[config.mk]
export PLATFORM = sky130hd
export DESIGN_NAME = sort_actuator_ctrl
export DESIGN_NICKNAME = d
export VERILOG_FILES = /design/src/rtl/sort_actuator_ctrl_pkg.sv /design/src/rtl/sort_actuator_ctrl_key_debounce.sv /design/src/rtl/sort_actuator_ctrl.sv
export SDC_FILE = /design/constraint.sdc
export NUM_CORES = 1
export LEC_CHECK = 0
export BUFFER_PORTS_ARGS = -buffer_cell sky130_fd_sc_hd__buf_4
export CAP_MARGIN = 5
export CORE_MARGIN = 2
export CORE_UTILIZATION = 40
export CTS_CLUSTER_DIAMETER = 30
export CTS_CLUSTER_SIZE = 30
export DETAILED_ROUTE_END_ITERATION = 6
export SYNTH_ARGS = -nofsm -noshare
export SYNTH_HDL_FRONTEND = slang
export SYNTH_SLANG_ARGS = --single-unit
[constraint.sdc]
create_clock -name clk -period 2.85 [get_ports clk]
set_clock_uncertainty 0.05 [all_clocks]
set_input_delay 0 -clock clk [delete_from_list [all_inputs] [get_ports clk]]
set_output_delay 0 -clock clk [all_outputs]
set_load 0.01 [all_outputs]
[src/rtl/sort_actuator_ctrl_pkg.sv]
// -----------------------------------------------------------------------------
// sort_actuator_ctrl_pkg
// Shared definitions for the sorting actuator controller: object class
// encoding, LED indicator patterns and FSM state encoding.
// No ports (package).
// -----------------------------------------------------------------------------
package sort_actuator_ctrl_pkg;

    typedef enum logic [1:0] {
        CLS_NONE   = 2'd0,
        CLS_SMALL  = 2'd1,
        CLS_MEDIUM = 2'd2,
        CLS_LARGE  = 2'd3
    } cls_e;

    localparam logic [3:0] LED_NONE   = 4'b0000;
    localparam logic [3:0] LED_SMALL  = 4'b0100;
    localparam logic [3:0] LED_MEDIUM = 4'b0010;
    localparam logic [3:0] LED_LARGE  = 4'b0001;

    typedef enum logic [1:0] {
        ST_IDLE     = 2'd0,
        ST_FIRE     = 2'd1,
        ST_COOLDOWN = 2'd2
    } state_e;

    function automatic logic [3:0] led_pattern(input cls_e c);
        case (c)
            CLS_SMALL:  return LED_SMALL;
            CLS_MEDIUM: return LED_MEDIUM;
            CLS_LARGE:  return LED_LARGE;
            default:    return LED_NONE;
        endcase
    endfunction

endpackage

[src/rtl/sort_actuator_ctrl_key_debounce.sv]
// -----------------------------------------------------------------------------
// key_debounce
// Brings the active-low trigger key into the clk domain (2-FF synchronizer),
// optionally filters it, and emits a one-cycle pulse on the filtered
// high-to-low transition (key press).
//
// Build option: SORT_DEBOUNCE_EN -- when defined, the synchronized key must
// hold a new level for DB_CNT consecutive cycles before the filtered level
// follows it. When undefined the filtered level is the synchronizer output.
//
// Ports:
//   clk    in   system clock
//   rst_n  in   asynchronous active-low reset
//   key_n  in   raw key, active low, asynchronous to clk
//   trig   out  one-cycle press pulse
// -----------------------------------------------------------------------------
module key_debounce
    import sort_actuator_ctrl_pkg::*;
#(
    parameter int DB_CNT = 1_000_000
) (
    input  logic clk,
    input  logic rst_n,
    input  logic key_n,
    output logic trig
);

    if (DB_CNT < 1) begin : g_bad_db_cnt
        $error("key_debounce: DB_CNT must be at least 1");
    end

    logic sync_p0;
    logic sync_p1;
    logic filt;
    logic filt_d;

    // Synchronizer stage; flops come out of reset as "key released".
    always_ff @(posedge clk or negedge rst_n) begin
        if (!rst_n) begin
            sync_p0 <= 1'b1;
            sync_p1 <= 1'b1;
        end else begin
            sync_p0 <= key_n;
            sync_p1 <= sync_p0;
        end
    end

`ifdef SORT_DEBOUNCE_EN
    localparam int DW = (DB_CNT > 1) ? $clog2(DB_CNT) : 1;

    logic [DW-1:0] db_cnt;

    // Filter stage: any return to the current level restarts the count.
    always_ff @(posedge clk or negedge rst_n) begin
        if (!rst_n) begin
            filt   <= 1'b1;
            db_cnt <= '0;
        end else if (sync_p1 == filt) begin
            db_cnt <= '0;
        end else if (db_cnt == DW'(DB_CNT - 1)) begin
            filt   <= sync_p1;
            db_cnt <= '0;
        end else begin
            db_cnt <= db_cnt + 1'b1;
        end
    end
`else
    assign filt = sync_p1;
`endif

    // Edge detect stage.
    always_ff @(posedge clk or negedge rst_n) begin
        if (!rst_n) begin
            filt_d <= 1'b1;
        end else begin
            filt_d <= filt;
        end
    end

    assign trig = filt_d & ~filt;

endmodule

[src/rtl/sort_actuator_ctrl.sv]
// -----------------------------------------------------------------------------
// sort_actuator_ctrl
// Periodically samples an object-size measure, classifies it as SMALL /
// MEDIUM / LARGE, tracks how many consecutive samples agreed, and on a key
// press fires the actuator belonging to the (stable) class for PULSE_CNT
// cycles followed by an equally long cooldown.
//
// Build option: SORT_DEBOUNCE_EN enables the key debounce filter (DB_CNT).
//
// Ports:
//   clk         in   50 MHz system clock
//   rst_n       in   asynchronous active-low reset
//   answer      in   [10:0] unsigned object-size measure (quasi-static)
//   key_trig    in   sort trigger key, active low, asynchronous
//   led         out  [3:0] class indicator (0100 S, 0010 M, 0001 L)
//   out1        out  LARGE actuator drive
//   out2        out  MEDIUM actuator drive
//   out3        out  SMALL actuator drive
//   class_code  out  [1:0] last sampled class (0 none .. 3 LARGE)
//   busy        out  high while firing or cooling down
//   reject      out  one-cycle pulse when a trigger is dropped
//   sort_count  out  [15:0] completed fires, wrapping
// -----------------------------------------------------------------------------
module sort_actuator_ctrl
    import sort_actuator_ctrl_pkg::*;
#(
    parameter int TICK_CNT  = 50_000_000,
    parameter int TH_LOW    = 5,
    parameter int TH_HIGH   = 30,
    parameter int STABLE_N  = 3,
    parameter int PULSE_CNT = 25_000_000,
    parameter int DB_CNT    = 1_000_000
) (
    input  logic        clk,
    input  logic        rst_n,
    input  logic [10:0] answer,
    input  logic        key_trig,
    output logic [3:0]  led,
    output logic        out1,
    output logic        out2,
    output logic        out3,
    output logic [1:0]  class_code,
    output logic        busy,
    output logic        reject,
    output logic [15:0] sort_count
);

    localparam int TW = (TICK_CNT > 1) ? $clog2(TICK_CNT) : 1;
    localparam int PW = (PULSE_CNT > 1) ? $clog2(PULSE_CNT) : 1;
    localparam int SW = $clog2(STABLE_N + 1);

    localparam logic [10:0] TH_LOW_V  = 11'(TH_LOW);
    localparam logic [10:0] TH_HIGH_V = 11'(TH_HIGH);

    function automatic cls_e classify(input logic [10:0] a);
        if (a <= TH_LOW_V) begin
            return CLS_SMALL;
        end else if (a <= TH_HIGH_V) begin
            return CLS_MEDIUM;
        end else begin
            return CLS_LARGE;
        end
    endfunction

    logic [TW-1:0] tick_cnt;
    logic          tick_p0;
    cls_e          cls_new_p0;
    cls_e          cls_p1;
    logic [SW-1:0] stab_p1;
    logic          class_valid;
    logic          trig;

    state_e        state;
    state_e        state_nx;
    logic [PW-1:0] pulse_cnt;
    logic          pulse_end;
    cls_e          fire_cls;

    // Stage p0: sample period timebase and classification of the live input.
    assign tick_p0    = (tick_cnt == TW'(TICK_CNT - 1));
    assign cls_new_p0 = classify(answer);

    always_ff @(posedge clk or negedge rst_n) begin
        if (!rst_n) begin
            tick_cnt <= '0;
        end else if (tick_p0) begin
            tick_cnt <= '0;
        end else begin
            tick_cnt <= tick_cnt + 1'b1;
        end
    end

    // Stage p1: registered class and agreement count. A trigger arriving in
    // the tick cycle therefore sees the class from before that tick.
    always_ff @(posedge clk or negedge rst_n) begin
        if (!rst_n) begin
            cls_p1  <= CLS_NONE;
            stab_p1 <= '0;
        end else if (tick_p0) begin
            cls_p1 <= cls_new_p0;
            if (cls_new_p0 != cls_p1) begin
                stab_p1 <= SW'(1);
            end else if (stab_p1 != SW'(STABLE_N)) begin
                stab_p1 <= stab_p1 + 1'b1;
            end
        end
    end

    assign class_valid = (stab_p1 >= SW'(STABLE_N));
    assign class_code  = cls_p1;
    assign led         = led_pattern(cls_p1);

    key_debounce #(
        .DB_CNT (DB_CNT)
    ) u_key_debounce (
        .clk   (clk),
        .rst_n (rst_n),
        .key_n (key_trig),
        .trig  (trig)
    );

    // Control stage: fire / cooldown sequencing.
    assign pulse_end = (pulse_cnt == PW'(PULSE_CNT - 1));

    always_ff @(posedge clk or negedge rst_n) begin
        if (!rst_n) begin
            state <= ST_IDLE;
        end else begin
            state <= state_nx;
        end
    end

    always_comb begin
        state_nx = state;
        reject   = 1'b0;
        busy     = 1'b0;
        out1     = 1'b0;
        out2     = 1'b0;
        out3     = 1'b0;
        case (state)
            ST_IDLE: begin
                if (trig) begin
                    if (class_valid) begin
                        state_nx = ST_FIRE;
                    end else begin
                        reject = 1'b1;
                    end
                end
            end
            ST_FIRE: begin
                busy   = 1'b1;
                reject = trig;
                out1   = (fire_cls == CLS_LARGE);
                out2   = (fire_cls == CLS_MEDIUM);
                out3   = (fire_cls == CLS_SMALL);
                if (pulse_end) begin
                    state_nx = ST_COOLDOWN;
                end
            end
            ST_COOLDOWN: begin
                busy   = 1'b1;
                reject = trig;
                if (pulse_end) begin
                    state_nx = ST_IDLE;
                end
            end
            default: begin
                state_nx = ST_IDLE;
            end
        endcase
    end

    // Phase counter restarts on every state change, so FIRE and COOLDOWN
    // each last exactly PULSE_CNT cycles. The class is frozen at entry so
    // later samples cannot redirect an active pulse.
    always_ff @(posedge clk or negedge rst_n) begin
        if (!rst_n) begin
            pulse_cnt  <= '0;
            fire_cls   <= CLS_NONE;
            sort_count <= '0;
        end else begin
            if (state != state_nx) begin
                pulse_cnt <= '0;
            end else if (state != ST_IDLE) begin
                pulse_cnt <= pulse_cnt + 1'b1;
            end
            if (state == ST_IDLE && state_nx == ST_FIRE) begin
                fire_cls <= cls_p1;
            end
            if (state == ST_FIRE && state_nx == ST_COOLDOWN) begin
                sort_count <= sort_count + 1'b1;
            end
        end
    end

endmodule

# Yosys cells after proc, flatten, opt, wreduce, memory -nomap -nowiden

Index checks and enable logic that the tools add are counted.

Flip-flop bits (word level): 78
Latch bits: 0
Memory bits (writable): 0
ROM bits: 0
Bits of input ports: 14
Output and inout bits: 27
Word-level logic and storage cells: 62
Memories kept: 0

$add $sub $neg: 4
$mul: 0
Div/mod/pow operators: 0
Order comparisons: 3
Eq/ne operators: 15
Shift operators: 0
Mux-type cells: 20
Bitwise operators: 2
Reductions and logical operators: 8

Operators by type and width:

| operator                                                        | number |
|---|---|
| two-way mux 25 bit                                              | 2 |
| adder 26 x 1 -> 26 bit, second input constant                   | 1 |
| equality test 26 bit, second input constant                     | 1 |
| two-way mux 26 bit                                              | 1 |
| adder 25 x 1 -> 25 bit, second input constant                   | 1 |
| equality test 25 bit, second input constant                     | 1 |
| adder 16 x 1 -> 16 bit, second input constant                   | 1 |
| two-way mux 2 bit                                               | 7 |
| equality test 2 bit, second input constant                      | 6 |
| less-or-equal comparator 11 x 3 -> 1 bit, second input constant | 1 |
| less-or-equal comparator 11 x 5 -> 1 bit, second input constant | 1 |
| case mux 3 bit (3 select lines)                                 | 1 |
| equality test 2 x 1 -> 1 bit, second input constant             | 4 |
| two-way mux 1 bit                                               | 7 |
| case mux 2 bit (3 select lines)                                 | 1 |
| nonzero test 2 bit                                              | 3 |
| inequality test 2 bit                                           | 2 |
| adder 2 x 1 -> 2 bit, second input constant                     | 1 |
| greater-or-equal comparator 2 bit, second input constant        | 1 |
| logical AND 1 bit                                               | 2 |
| logical NOT 2 bit                                               | 1 |
| inequality test 2 bit, second input constant                    | 1 |
| case mux 1 bit (2 select lines)                                 | 1 |
| AND reduction 2 bit                                             | 1 |
| 3 further kinds                                                 | 3 |

# Longest topological paths before layout

Gate-level depths: netlist of the first run.

Depth after elaboration: 6
Mapped depth: 9
Mapped depth without buffers: 7

# Hierarchy

Synthesis of the first run repeated with hierarchy kept, for this count alone.

Cell total of the unflattened synthesis: 421
Area total of the unflattened synthesis: 4151.5 sq um

Modules (own cells, without submodules):

| module             | times used | cells an instance | area an instance (sq um) | sequential area each (sq um) |
|---|---|---|---|---|
| sort_actuator_ctrl | 1          | 417               | 4058.9                   | 1876.8 |
| key_debounce       | 1          | 4                 | 92.6                     | 78.8 |

# Least setup slack after synthesis of the first run

No wires, ideal clock.

Kind: flip-flop to flip-flop
Start point: register state[0]
End point: register sort_count[8]
Library setup time: 0.079 ns
Arrival time: 2.038 ns
Required time: 2.721 ns
Path slack: 0.683 ns
Stages on the path, launching flop included: 9
Buffers on the path: 1
Period minus slack after synthesis: 2.167 ns
Cell sequence: dfrtp_1 -> inv_1 -> ha_1 -> or2_2 -> o31ai_1 -> a22oi_2 -> buf_6 -> nor4_2 -> xor2_1

Longest elaborated chain between the ends: 5
Elaborated cells on any way between the ends: 10
Classes of those cells: 3 x eq/ne; 5 x mux; 2 x reduce/logical

RTL lines:

| element                         | RTL line                  | RTL |
|---|---|---|
| start, declared                 | sort_actuator_ctrl.sv:73  | `state_e state;` |
| start signal, assigned          | sort_actuator_ctrl.sv:129 | `state <= state_nx;` |
| two-way mux 2 bit               | sort_actuator_ctrl.sv:143 | `if (class_valid) begin` |
| two-way mux 2 bit               | sort_actuator_ctrl.sv:142 | `if (trig) begin` |
| case mux 2 bit (3 select lines) | sort_actuator_ctrl.sv:140 | `case (state)` |
| equality test 2 bit             | sort_actuator_ctrl.sv:190 | `if (state == ST_FIRE && state_nx == ST_COOLDOWN) begin` |
| logical AND 1 bit *             | sort_actuator_ctrl.sv:190 |  |
| end signal, assigned            | sort_actuator_ctrl.sv:191 | `sort_count <= sort_count + 1'b1;` |
| end, declared                   | sort_actuator_ctrl.sv:45  | `output logic [15:0] sort_count` |

Every way passes the cells marked *; elsewhere a longest branch is shown, timed or not.
A chain may end at the register's enable or synchronous reset.

# Worst setup path in the final report of the first run

Start point: register state[1]
End point: register sort_count[1]

The elaborated chain is that of the path after synthesis.

==> results.md, run 1 <==
- Status: completed
- Routability cong.: 0.843
- Crit end category: register
- Die ar.: 11400 um^2
- Post-cts resize count: 0
- Worst path slowest cell: dfrtp_1
- Placed Instances: 586
- Ys async rst share: 100%
- Setup Crit Path Kind: register to register
- Clock buffer depth: 2
- Pwr Density: 513 nW/um^2
- Core area: 10300 um^2
- Synthesized flop and latch total: 78
- Rows: 37
- Lkg Pwr: 2.10 nW
- Post-synth EDFFs: 0
- Final Instance Area: 4900 um^2
- Unrepaired setup endpoints after global routing: false
- Maxcap violations: 0
- First-pass GRT wire length: 15.1 mm
- Slew HR: 33.1%
- Cell family with most CP delay: simple AND/OR/NAND/NOR gates
- CP max FO: 15
- CP cell instances: inv_1 > ha_1 > or2_2 > o31ai_1 > a22oi_2 > nor2_1 > mux2_2
- Final setup fails: 0
- Worst Tran Pin Value: 1.00 ns
- CP Buf/Inv Count: 1
- Pin count of the biggest net entering global routing: 79
- CTS tree: done
- Clk sink count: 78
- WL final: 8.62 mm
- Number of top-level pins: 41
- Antenna Nets Post-Route: 0
- Fraction of layout cells with a size suffix above 1: 17.8%
- DRC: 0
- Syn Area/Cell: 10.1 um^2
- Vias/cell: 5.24
- Synth top area cells: dfrtp_1 45%, xnor2_1 7.1%, xor2_1 5.6%
- Power, Total: 2.52 mW
- Post-synth top flop: dfrtp_1
- Final max-slew violation count: 0
- Die Span Y: 107 um
- Fin cells: 607
- Final #Nets: 488
- Layout fillers: 972
- R2r startpoint: state[1]$_DFF_PN0_
- Wire length per cell: 14.2 um
- Antenna Cells: 0
- Register area share after synthesis: 46.4%
- Mapped Area: 4220 um^2
- DPL Wire Length: 5.88 mm
- Crit. Startpoint: state[1]$_DFF_PN0_
- Distinct cells, synth: 60
- PortBufs: 39
- Final WS setup: 0.264 ns
- Syn Inst Count: 419
- Hold Crit Class: primary input to register
- H-Tree Level Count: 3
- Sum Neg Setup Slack: 0 ns
- Initial antenna violation count: 0
- Worst hold slack: 0.0434 ns
- Drt pass-1 iters: 4
- Hold Fails Final Rpt: 0
- Area after DPL: 4650 um^2
- Gr usage total: 16.4%
- Mapped Nets: 441
- Root Driver: clkbuf_8
- Post-synth top area cell: dfrtp_1
- Final Cycle Share: 90.7%
- Worst EP required: 3.05 ns
- Worst Path Arrival: 2.79 ns
- YS warnings: 0
- Fin crit period: 2.59 ns
- Vias in the first global route: 3165
- Fmax: 0.387 GHz
- Die width: 107 um
- Synthesis-to-layout area growth: 16.3%
- Clock-pin transition on the worst setup and hold timing paths: 0.08 ns
- CP Launch Type: register
- Starting Density: 41.0%
- Insertion delay of the later-clocked pin in the worst-skew pair: 0.36 ns
- VDD IR max: 0.000214 V
- Worst slack at placement: 0.272 ns
- Hold_sp: answer[4]
- GRT overflow: 0
- Final core utilization: 47.7%
- Yosys top cell area share: 44.5%
- Num CTS Buffers: 9
- Vias: 3183
- Worst path max stage delay: 0.48 ns
- First DRT Iteration DRCs: 165
final cells by class:
| class | count | area [um^2] | area share [%] |
|---|---|---|---|
| Multi-Input combinational cell | 313 | 2130 | 43.5 |
| Sequential cell | 78 | 1960 | 39.9 |
| Timing Repair Buffer | 51 | 395 | 8.07 |
| Tap cell | 136 | 170 | 3.47 |
| Clock buffer | 12 | 155 | 3.17 |
| Inverter | 13 | 48.8 | 0.996 |
| Clock inverter | 4 | 45.0 | 0.919 |
placed cells by master (no fill, tap or decap), types with 2 or more instances in the layout:
cell	netlist	routed
a21boi_0	2	2
a21oi_1	5	5
and3_1	7	7
and3b_1	2	2
and4_1	7	7
and4bb_2	2	2
buf_4	2	46
clkbuf_8	0	11
clkinv_2	0	3
dfrtp_1	75	75
dfstp_2	3	3
dlygate4sd3_1	0	5
ha_1	8	8
inv_1	13	13
mux2_1	2	2
mux2i_1	2	2
nand2_1	29	29
nand2b_1	3	3
nand3_1	26	26
nand4_1	14	14
nor2_1	30	30
nor2b_1	4	4
nor3_1	45	45
nor4_1	11	11
nor4_2	5	5
nor4b_1	4	4
o2111ai_1	2	2
o211ai_1	4	4
o21ai_0	6	6
or2_2	2	2
or3_1	3	3
xnor2_1	34	34
xor2_1	27	27
layer usage:
metal / routed length [um] / vias to the layer above / part of all wire (%) / global-route usage [%]
met5: 0 / - / 0 / 0
li1: - / 1591 / - / -
met4: 132 / 0 / 1.5 / 7.79
met3: 229 / 9 / 2.7 / 2.49
met2: 3850 / 43 / 45 / 23.9
met1: 4400 / 1540 / 51 / 23.8
sequential cells by signal, indices dropped and copies added (netlist names), 2 cells and up:
| name | flops |
|---|---|
| class_code | 2 |
| fire_cls | 2 |
| pulse_cnt | 25 |
| sort_count | 16 |
| stab_p1 | 2 |
| state | 2 |
| tick_cnt | 26 |
final timing paths:
check	end	slack [ns]	cells after the start
setup / recovery	sort_count[1]$_DFFE_PN0P_	0.26	7
setup reg to reg	sort_count[1]$_DFFE_PN0P_	0.26	7
min in group asynchronous	pulse_cnt[16]$_DFFE_PN0P_	0.29	2
max in group asynchronous	tick_cnt[12]$_DFF_PN0_	1.80	2
hold reg to reg	u_key_debounce.filt$_DFF_PN1_	0.31	0
hold / removal	class_code[0]$_DFFE_PN0N_	0.04	4
report_power, final:
group          internal [mW]  leakage [nW]  switching, mW
Clock                  0.449         0.106          0.406
Combinational          0.188         0.965          0.287
Sequential              1.14          1.03         0.0439
Total                   1.78          2.10          0.737
Yosys cell counts, types with 2 or more instances:
cell,count
xnor2_1,34
buf_2,7
o211ai_1,4
nand2b_1,3
and3b_1,2
nor3_1,45
nand2_1,29
nand3_1,26
nor4b_1,4
ha_1,8
and4_1,7
nor4_1,11
and4bb_2,2
xor2_1,27
nor2b_1,4
and3_1,7
a21boi_0,2
or3_1,3
or2_2,2
dfstp_2,3
inv_1,13
mux2_1,2
o2111ai_1,2
a21oi_1,5
dfrtp_1,75
nor2_1,30
buf_4,2
mux2i_1,2
clkbuf_1,5
nor4_2,5
nand4_1,14
o21ai_0,6
repair_timing:
| item | in CTS | in global routing |
|---|---|---|
| endpoints found under the setup margin | 0 | 0 |
| setup buffers | 0 | 0 |
| hold endpoints to repair | 77 | 0 |
| hold buffers | 5 | 0 |
cell families after synthesis:
family	Yosys count	share of synthesized area, %
other	1	0.0890
buffers and inverters	28	3.06
AO/OA/AOI/OAI	34	6.68
flip-flops	78	46.4
adder cells (fa/ha/maj)	8	2.37
multiplexers	5	1.28
AND/OR/NAND/NOR	204	27.5
XOR/XNOR	61	12.7
worst min-delay path: cells and delay by family:
| kind | cells | cell delay, ns |
|---|---|---|
| AND/OR/NAND/NOR | 1 | 0.15 |
| buffers and inverters | 1 | 0.09 |
| AO/OA/AOI/OAI | 2 | 0.17 |
Note: power is estimated with default switching activity, not from simulation.
==> inputs of run 2 (changes only) <==
--- a/config.mk
+++ b/config.mk
@@ -7,11 +7,15 @@
 export LEC_CHECK = 0
 export BUFFER_PORTS_ARGS = -buffer_cell sky130_fd_sc_hd__buf_4
 export CAP_MARGIN = 5
+export CELL_PAD_IN_SITES_DETAIL_PLACEMENT = 1
+export CELL_PAD_IN_SITES_GLOBAL_PLACEMENT = 1
+export CORE_ASPECT_RATIO = 0.7
 export CORE_MARGIN = 2
 export CORE_UTILIZATION = 40
 export CTS_CLUSTER_DIAMETER = 30
 export CTS_CLUSTER_SIZE = 30
 export DETAILED_ROUTE_END_ITERATION = 6
+export PLACE_DENSITY_LB_ADDON = 0.1
 export SYNTH_ARGS = -nofsm -noshare
 export SYNTH_HDL_FRONTEND = slang
 export SYNTH_SLANG_ARGS = --single-unit
==> run 2 against run 1 <==
Against the previous run: die area rose by 0.12%; sequential share of layout area fell by 1.1 points; sequential cell count did not move; first-iteration DRC count rose by 7.9%; total power rose by 18%; cell area rose by 2.9%; utilization rose by 1.2 points; wire length rose by 21%.
==> results.md, run 2 (same netlist as run 1, synthesis figures left out) <==
- Post-CTS Repair Setup Buffers: 0
- Worst slack at placement: 0.272 ns
- Die width: 127 um
- Clock buffer depth: 2
- Pwr Density: 590 nW/um^2
- M3 GR Usage: 5.00%
- Routability cong.: 0.796
- Final max-slew violation count: 0
- Number of top-level pins: 41
- CP Launch Type: register
- Top reg by flops: tick_cnt
- Rows: 31
- Unrepaired setup endpoints after global routing: false
- Crit end category: register
- Insertion delay of the later-clocked pin in the worst-skew pair: 0.34 ns
- Synthesis-to-layout area growth: 19.6%
- Multi-input gate area: 2140 um^2
- Worst Tran Pin Value: 1.01 ns
- Vias: 3286
- Most frequent cells in the layout: 75 x dfrtp_1, 47 x buf_4, 45 x nor3_1
- CP Buf/Inv Count: 1
- Lkg Pwr: 2.18 nW
- DPL Wire Length: 7.01 mm
- Gr usage total: 20.1%
- Root Driver: clkbuf_16
- Wire length per cell: 17.3 um
- Antenna Nets Post-Route: 0
- Num CTS Buffers: 9
- Worst hold slack: 0.0983 ns
- Layout fillers: 1152
- Worst path slowest cell: dfrtp_1
- Slew HR: 32.7%
- Max reg flops: 26
- PortBufs: 39
- M2 GR Usage: 30.1%
- Die ar.: 11400 um^2
- DRC: 0
- Power, Total: 2.97 mW
- Worst Path Arrival: 2.82 ns
- Clock-pin transition on the worst setup and hold timing paths: 0.06 ns
- First DRT Iteration DRCs: 178
- GRT overflow: 0
- Pin count of the biggest net entering global routing: 79
- Final #Nets: 489
- H-Tree Level Count: 3
- Status: completed
- Setup Crit Path Kind: register to register
- CP cell instances: inv_1 > ha_1 > or2_2 > o31ai_1 > a22oi_2 > nor2_1 > mux2_2
- Core area: 10300 um^2
- Worst path max stage delay: 0.54 ns
- Initial antenna violation count: 0
- First-pass GRT wire length: 18.3 mm
- Final setup fails: 0
- Final Cycle Share: 92.9%
- Top Registers: tick_cnt x26, pulse_cnt x25, sort_count x16
- CTS tree: done
- Maxcap violations: 0
- Cell family with most CP delay: simple AND/OR/NAND/NOR gates
- Fraction of layout cells with a size suffix above 1: 18.2%
- VDD IR max: 0.000342 V
- Drt pass-1 iters: 4
- Die Span Y: 89.9 um
- Fin crit period: 2.65 ns
- CP max FO: 15
- Busiest grt layer: met2
- Hold Crit Class: primary input to register
- Register area: 1960 um^2
- Commonest non-fill, non-tap cell in the layout: dfrtp_1
- Hold Fails Final Rpt: 0
- Global Route met1 Usage: 29.4%
- Worst EP required: 3.02 ns
- Vias in the first global route: 3520
- Clk sink count: 78
- Antenna Cells: 0
- Sum Neg Setup Slack: 0 ns
- WL final: 10.4 mm
- Starting Density: 40.9%
- Final WS setup: 0.204 ns
- Vias/cell: 5.44
- Fmax: 0.378 GHz
[run 2: worst register-to-register path: stages, from the launching register on]
cell     delay, ns
dfrtp_1       0.54
inv_1         0.15
ha_1          0.27
or2_2         0.34
o31ai_1       0.31
a22oi_2       0.28
nor2_1        0.25
mux2_2        0.35
[run 2: per-layer routing]
layer / wire (um) / share of wire [%]
met3: 349 / 3.3
met1: 5430 / 52
met4: 114 / 1.1
met5: 0 / 0
met2: 4540 / 43
[run 2: power breakdown]
part           internal, mW  switching [mW]
clock network         0.812           0.455
logic                 0.209           0.308
registers              1.14          0.0462
total                  2.17           0.809
[run 2: timing repair]
action,CTS,global route
gates resized for setup,0,1
hold buffers,5,0
endpoints found under the hold margin,77,0
endpoints found under the setup margin,0,2
[run 2: worst paths after layout]
| path | cells past startpoint | slack, ns | end | startpoint |
|---|---|---|---|---|
| min in group asynchronous | 2 | 0.31 | tick_cnt[5]$_DFF_PN0_ | rst_n |
| min | 4 | 0.1 | class_code[0]$_DFFE_PN0N_ | answer[4] |
| max | 7 | 0.20 | sort_count[1]$_DFFE_PN0P_ | state[0]$_DFF_PN0_ |
| max reg2reg | 7 | 0.20 | sort_count[1]$_DFFE_PN0P_ | state[0]$_DFF_PN0_ |
| max in group asynchronous | 2 | 1.77 | tick_cnt[13]$_DFF_PN0_ | rst_n |
| min reg2reg | 0 | 0.30 | u_key_debounce.filt$_DFF_PN1_ | u_key_debounce.sync_p0$_DFF_PN1_ |
[run 2: per-stage QoR]
stage               utilization [%]  instance area, um^2  instances
finish                         48.9                 5040        604
global placement               45.2                 4660        583
floorplan                         -                 4220        419
global route                   48.9                 5040        604
detailed placement             45.2                 4660        583
CTS                            48.8                 5040        604
[run 2: cell type report]
class,count,share of cell area (%)
Multi-Input combinational cell,313,42.5
Tap cell,132,3.28
Timing Repair Buffer,52,7.99
Clock inverter,4,1.39
Inverter,13,0.968
Sequential cell,78,38.8
Clock buffer,12,5.09
